==> config.mk <==
export PLATFORM = sky130hd
export DESIGN_NAME = result_router_flat
export DESIGN_NICKNAME = d
export VERILOG_FILES = /design/src/rtl/result_router_if.sv /design/src/rtl/result_router.sv /design/src/flat_wrapper.sv
export SDC_FILE = /design/constraint.sdc
export NUM_CORES = 1
export LEC_CHECK = 0
export CAP_MARGIN = 15
export CORE_ASPECT_RATIO = 0.75
export CORE_MARGIN = 1
export CORE_UTILIZATION = 55
export CTS_BUF_LIST = sky130_fd_sc_hd__clkbuf_8 sky130_fd_sc_hd__clkbuf_16
export DETAILED_ROUTE_END_ITERATION = 10
export DONT_BUFFER_PORTS = 1
export PLACE_DENSITY_LB_ADDON = 0.08
export SYNTH_ARGS = -nofsm -noshare
export SYNTH_HDL_FRONTEND = slang
export SYNTH_SLANG_ARGS = --single-unit
==> constraint.sdc <==
create_clock -name clk -period 6.1 [get_ports clk]
set_input_delay 1.22 -clock clk [delete_from_list [all_inputs] [get_ports clk]]
set_output_delay 1.22 -clock clk [all_outputs]
set_load 0.03 [all_outputs]
==> src/rtl/result_router_if.sv <==
// Result router handshake bundle: input stream, matched channels, monitor.
// The DUT takes the slave side; the producer/consumer side is master.
interface result_router_if #(
  parameter int WIDTH = 5,
  parameter int NCH   = 2
);
  logic [WIDTH-1:0]     in_data;
  logic                 in_valid;
  logic                 in_ready;
  logic                 enable;
  logic [NCH*WIDTH-1:0] out_data;
  logic [NCH-1:0]       out_valid;
  logic [NCH-1:0]       out_ready;
  logic [WIDTH-1:0]     mon_data;
  logic                 mon_valid;
  logic                 mon_ready;

  modport master (
    output in_data, in_valid, enable,
    output out_ready, mon_ready,
    input  in_ready, out_data, out_valid,
    input  mon_data, mon_valid
  );

  modport slave (
    input  in_data, in_valid, enable,
    input  out_ready, mon_ready,
    output in_ready, out_data, out_valid,
    output mon_data, mon_valid
  );
endinterface

==> src/rtl/result_router.sv <==
// Routes result words to the channel whose code (2*i+1) they match,
// mirrors every accepted word to a monitor slot, and keeps statistics.
module result_router #(
  parameter int WIDTH = 5,
  parameter int NCH   = 2,
  parameter int CNT_W = 8
) (
  input  logic                 clk,
  input  logic                 rst,
  result_router_if.slave       bus,
  output logic [NCH*CNT_W-1:0] hit_count,
  output logic [CNT_W-1:0]     drop_count
);
  localparam logic [CNT_W-1:0] CMAX = '1;

  logic [NCH-1:0]   match;
  logic [NCH-1:0]   tgt;
  logic [NCH-1:0]   ch_free;
  logic [NCH-1:0]   ch_hs;
  logic [NCH-1:0]   ch_load;
  logic [NCH-1:0]   ch_v;
  logic [WIDTH-1:0] ch_q [NCH];
  logic [CNT_W-1:0] hits [NCH];
  logic [WIDTH-1:0] mon_q;
  logic             mon_v;
  logic [CNT_W-1:0] drops;
  logic             mon_free;
  logic             tgt_ok;
  logic             acc;
  logic             drop;

  always_comb begin
    match   = '0;
    tgt     = '0;
    ch_free = '0;
    ch_hs   = '0;
    for (int i = 0; i < NCH; i++) begin
      match[i]   = bus.in_data == WIDTH'(2*i+1);
      tgt[i]     = match[i] && bus.enable;
      ch_free[i] = !ch_v[i] || bus.out_ready[i];
      ch_hs[i]   = ch_v[i] && bus.out_ready[i];
    end
  end

  // a slot that is draining this cycle may be refilled at the same edge
  assign tgt_ok       = &(~tgt | ch_free);
  assign mon_free     = !mon_v || bus.mon_ready;
  assign bus.in_ready = !rst && mon_free && tgt_ok;
  assign acc          = bus.in_valid && bus.in_ready;
  assign ch_load      = tgt & {NCH{acc}};
  assign drop         = acc && !bus.enable && |match;

  always_ff @(posedge clk) begin
    if (rst) begin
      ch_v  <= '0;
      mon_v <= 1'b0;
      mon_q <= '0;
      drops <= '0;
      for (int i = 0; i < NCH; i++) begin
        ch_q[i] <= '0;
        hits[i] <= '0;
      end
    end else begin
      if (acc) begin
        mon_v <= 1'b1;
        mon_q <= bus.in_data;
      end else if (bus.mon_ready) begin
        mon_v <= 1'b0;
      end
      for (int i = 0; i < NCH; i++) begin
        if (ch_load[i]) begin
          ch_v[i] <= 1'b1;
          ch_q[i] <= bus.in_data;
        end else if (bus.out_ready[i]) begin
          ch_v[i] <= 1'b0;
        end
        if (ch_hs[i] && hits[i] != CMAX)
          hits[i] <= hits[i] + 1'b1;
      end
      if (drop && drops != CMAX)
        drops <= drops + 1'b1;
    end
  end

  always_comb begin
    bus.out_data = '0;
    hit_count    = '0;
    for (int i = 0; i < NCH; i++) begin
      if (ch_v[i])
        bus.out_data[i*WIDTH +: WIDTH] = ch_q[i];
      hit_count[i*CNT_W +: CNT_W] = hits[i];
    end
  end

  assign bus.out_valid = ch_v;
  assign bus.mon_valid = mon_v;
  assign bus.mon_data  = mon_v ? mon_q : '0;
  assign drop_count    = drops;
endmodule

==> src/flat_wrapper.sv <==
// flat-port wrapper written by rule: the top's interface ports become plain ports
module result_router_flat 
#(
  parameter int WIDTH = 5,
  parameter int NCH   = 2,
  parameter int CNT_W = 8
)
  (clk, rst, hit_count, drop_count, bus_in_data, bus_in_valid, bus_enable, bus_out_ready, bus_mon_ready, bus_in_ready, bus_out_data, bus_out_valid, bus_mon_data, bus_mon_valid);
  result_router_if #(.WIDTH(WIDTH), .NCH(NCH)) bus_i ();
  input  logic clk;
  input  logic rst;
  output logic [NCH*CNT_W-1:0] hit_count;
  output logic [CNT_W-1:0] drop_count;
  input wire logic [$bits(bus_i.in_data)-1:0] bus_in_data;
  input wire logic [$bits(bus_i.in_valid)-1:0] bus_in_valid;
  input wire logic [$bits(bus_i.enable)-1:0] bus_enable;
  input wire logic [$bits(bus_i.out_ready)-1:0] bus_out_ready;
  input wire logic [$bits(bus_i.mon_ready)-1:0] bus_mon_ready;
  output wire logic [$bits(bus_i.in_ready)-1:0] bus_in_ready;
  output wire logic [$bits(bus_i.out_data)-1:0] bus_out_data;
  output wire logic [$bits(bus_i.out_valid)-1:0] bus_out_valid;
  output wire logic [$bits(bus_i.mon_data)-1:0] bus_mon_data;
  output wire logic [$bits(bus_i.mon_valid)-1:0] bus_mon_valid;
  assign bus_i.in_data = bus_in_data;
  assign bus_i.in_valid = bus_in_valid;
  assign bus_i.enable = bus_enable;
  assign bus_i.out_ready = bus_out_ready;
  assign bus_i.mon_ready = bus_mon_ready;
  assign bus_in_ready = bus_i.in_ready;
  assign bus_out_data = bus_i.out_data;
  assign bus_out_valid = bus_i.out_valid;
  assign bus_mon_data = bus_i.mon_data;
  assign bus_mon_valid = bus_i.mon_valid;
  result_router #(.WIDTH(WIDTH), .NCH(NCH), .CNT_W(CNT_W)) u_core (.clk(clk), .rst(rst), .bus(bus_i), .hit_count(hit_count), .drop_count(drop_count));
endmodule
==> impl_metrics.tcl <==
set metrics [dict create \
    run_status "finished clean" \
    finalNetCount 219 \
    synthSimpleGateAreaFrac_pct 25.4 \
    crit-reg2reg-launch "u_core.bus.out_valid[1]" \
    timing.slew.headroom_pct 44.5 \
    ctsHoldBuffers 0 \
    ctsRootBufferMaster "clkbuf_8" \
    die_h_microns 54.4 \
    port_buffers 0 \
    finalSetupTns_ps 0 \
    critical_path_data_arrival_time_ps 2250 \
    pin_count_of_the_biggest_net_entering_global_routing 21 \
    via_per_inst 5.81 \
    route.final.wire_length_microns 4050 \
    period_share_pct 56.9 \
    core-area_sq_um 3400 \
    synth_top_family_by_area "simple AND/OR/NAND/NOR gates" \
    muxShareOfSynthArea_pct 0 \
    io-pin-count 55 \
    setup_violations 0 \
    finalClockSkew_ps 8.69 \
    ys_warn_count 0 \
    cts_inserted_buffers 5 \
    initial_utilization_pct 59.3 \
    rows 18 \
    post_cts_buffers 0 \
    power_per_cell_area_nw_per_um2 237 \
    synth_area_per_cell_sq_um 10.2 \
    synth.top_cells.by_area "edfxtp_1 39%, dfxtp_1 16%, and2_1 5.3%, nor2_1 3.9%, a21oi_1 3.2%" \
    die_width_microns 71.9 \
    routabilityCongestion 0.857 \
    total_switching_power_mw 0.117 \
    ant_nets 0 \
    static_leakage_nw 0.758 \
    wl_per_cell_microns 15.9 \
    most-common-layout-cells "26 x edfxtp_1, 21 x nor2_1, 17 x and2_1, 16 x nand2_1, 16 x dfxtp_1" \
    clkSlewWorstSetupHoldPaths_ps 70 \
    yosys.cell_types.count 39 \
    cts.sinks 42 \
    cts.path.max_buffers 2 \
    synth_compound_gate_area_share_pct 10.6 \
    critical_path_required_ps 4880 \
    min_from "u_core.mon_q[2]" \
    groute.usage.overall_pct 21.5 \
    dominant_cell_type_by_area_after_synthesis "edfxtp_1" \
    ys_seq_area_share_pct 54.6 \
    layout-drive-gt1-share_pct 2.93 \
    worst-path-max-fanout 7 \
    synth-edff-count 26 \
    power_switching_share_pct 23.0 \
    async_reset_ff_share_pct 0 \
    synth_flop_cell "edfxtp_1" \
    synth.top_cell.area_share_pct 38.7 \
    hold_viol 0 \
    share_seq_of_total_power_pct 63.9 \
    first_global_vias 1335 \
    cts_tree "built" \
    dieArea_sq_um 3920 \
    synth-seq-cells 42 \
    final-max-slew-violation-count 0 \
    finalInstanceArea_sq_um 2160 \
    layout.cells.most_common "edfxtp_1" \
    adder_cell_share_of_the_synthesized_area_pct 1.86 \
    maxCapViolations 0 \
    htree_levels 2 \
    placedInstanceArea_sq_um 2080 \
    clkLatencyLatePin_ps 290 \
    power_frac_comb_pct 3.8 \
    max_freq_ghz 0.288 \
    critical_path.endpoint_type "primary output" \
    tightest_slew_ps 825 \
    detail_route.drc_violations 0 \
    flow.area_growth_from_synthesis_pct 6.95 \
    timing.hold.worst.class "reg2reg" \
    finalWorstPathRequiredPeriod_ps 3470 \
    num_vias 1481 \
    power_report.internal_total_mw 0.394 \
    path_type_of_the_worst_setup_path "in2out" \
    syn-instance-count 197 \
    grt_remaining_overflow 0 \
    worst_setup_path_startpoint "bus_in_data[2]" \
    detailed_place_hpwl_microns 2920 \
    clock_power_share_pct 32.3 \
    mappedNetlistArea_sq_um 2020 \
    rsz0062_at_grt "no" \
    xor_and_xnor_area_share_after_synthesis_pct 5.21 \
    drt_iter0_markers 73 \
    drtPass1Iterations 4 \
    antenna-diode-count 0 \
    ctsResizeCount 0 \
    start_kind "primary input" \
    peakVddDrop_mv 0.166 \
    grt_pass1_wl_microns 6290 \
    grt_antenna_before_repair 0 \
]
-- cell type report --
| cell class | count | area (sq um) |
|---|---|---|
| fillers | 293 | 1240 |
| flip-flops and latches | 42 | 1100 |
| clock inverters | 3 | 11.3 |
| well taps | 50 | 62.6 |
| multi-input cells | 149 | 891 |
| inverters | 6 | 22.5 |
| clock buffers | 5 | 68.8 |
-- cell families (layout without fill, tap and decap cells) --
kind of cell,after synthesis,count (layout)
xor+xnor,12,12
compound gates,34,34
other cells,1,6
simple gates,94,94
fa+ha+maj,3,3
flops,42,42
buf+inv,11,14
-- metrics by stage --
step	utilization (%)	power, mW	hold WS, ps	cells	setup slack (ps)
after global placement	61.1	0.351	453	247	2670
after global routing	63.4	0.526	509	255	2530
after detailed placement	61.1	0.352	461	247	2640
after CTS	63.4	0.513	477	255	2640
final	63.4	0.511	476	255	2630
after floorplan	-	0.348	449	202	2740
-- per-layer routing --
metal  vias up  track usage [%]  wire length [microns]
met5         -                0                      0
met4         0             7.52                     35
met3         6             8.47                    262
met2        35             33.3                   1890
met1       725             27.7                   1870
li1        715                -                      -
-- registers in the layout, summed over array words and instances (netlist names) --
name and count:
u_core.bus.mon_valid 1, u_core.hits 16, u_core.mon_q 5, u_core.bus.out_valid 2, u_core.drop_count 8, u_core.ch_q 10
-- power by group through the flow --
stage                     Sequential (mW)  Combinational [mW]  Clock (mW)
after detailed placement            0.333              0.0193           0
after floorplan                     0.331              0.0177           0
final                               0.327              0.0194       0.165
after global placement              0.333              0.0184           0
after CTS                           0.327              0.0194       0.167
after global routing                0.328              0.0215       0.177
-- final timing paths --
kind                                          end  slack (ps)  cells past startpoint
worst max-delay path                 bus_in_ready        2630                      3
worst min-delay path              u_core.mon_q[2]         480                      2
worst max register to register  u_core.ch_q[0][0]        3660                      4
worst min register to register    u_core.mon_q[2]         480                      2
-- synthesized netlist by cell type (all sizes together), types with 4 or more instances --
cell    number
nand3       13
xnor2        6
and2        17
inv          6
nor2        21
o21ai        8
o31ai        4
xor2         6
dfxtp       16
edfxtp      26
a21oi       13
nand2       16
-- worst max-delay path, stage by stage --
cell	delay [ps]
nor4b_4	360
o211ai_1	290
and3_1	380
No activity file was read; power rests on OpenSTA's default activity.
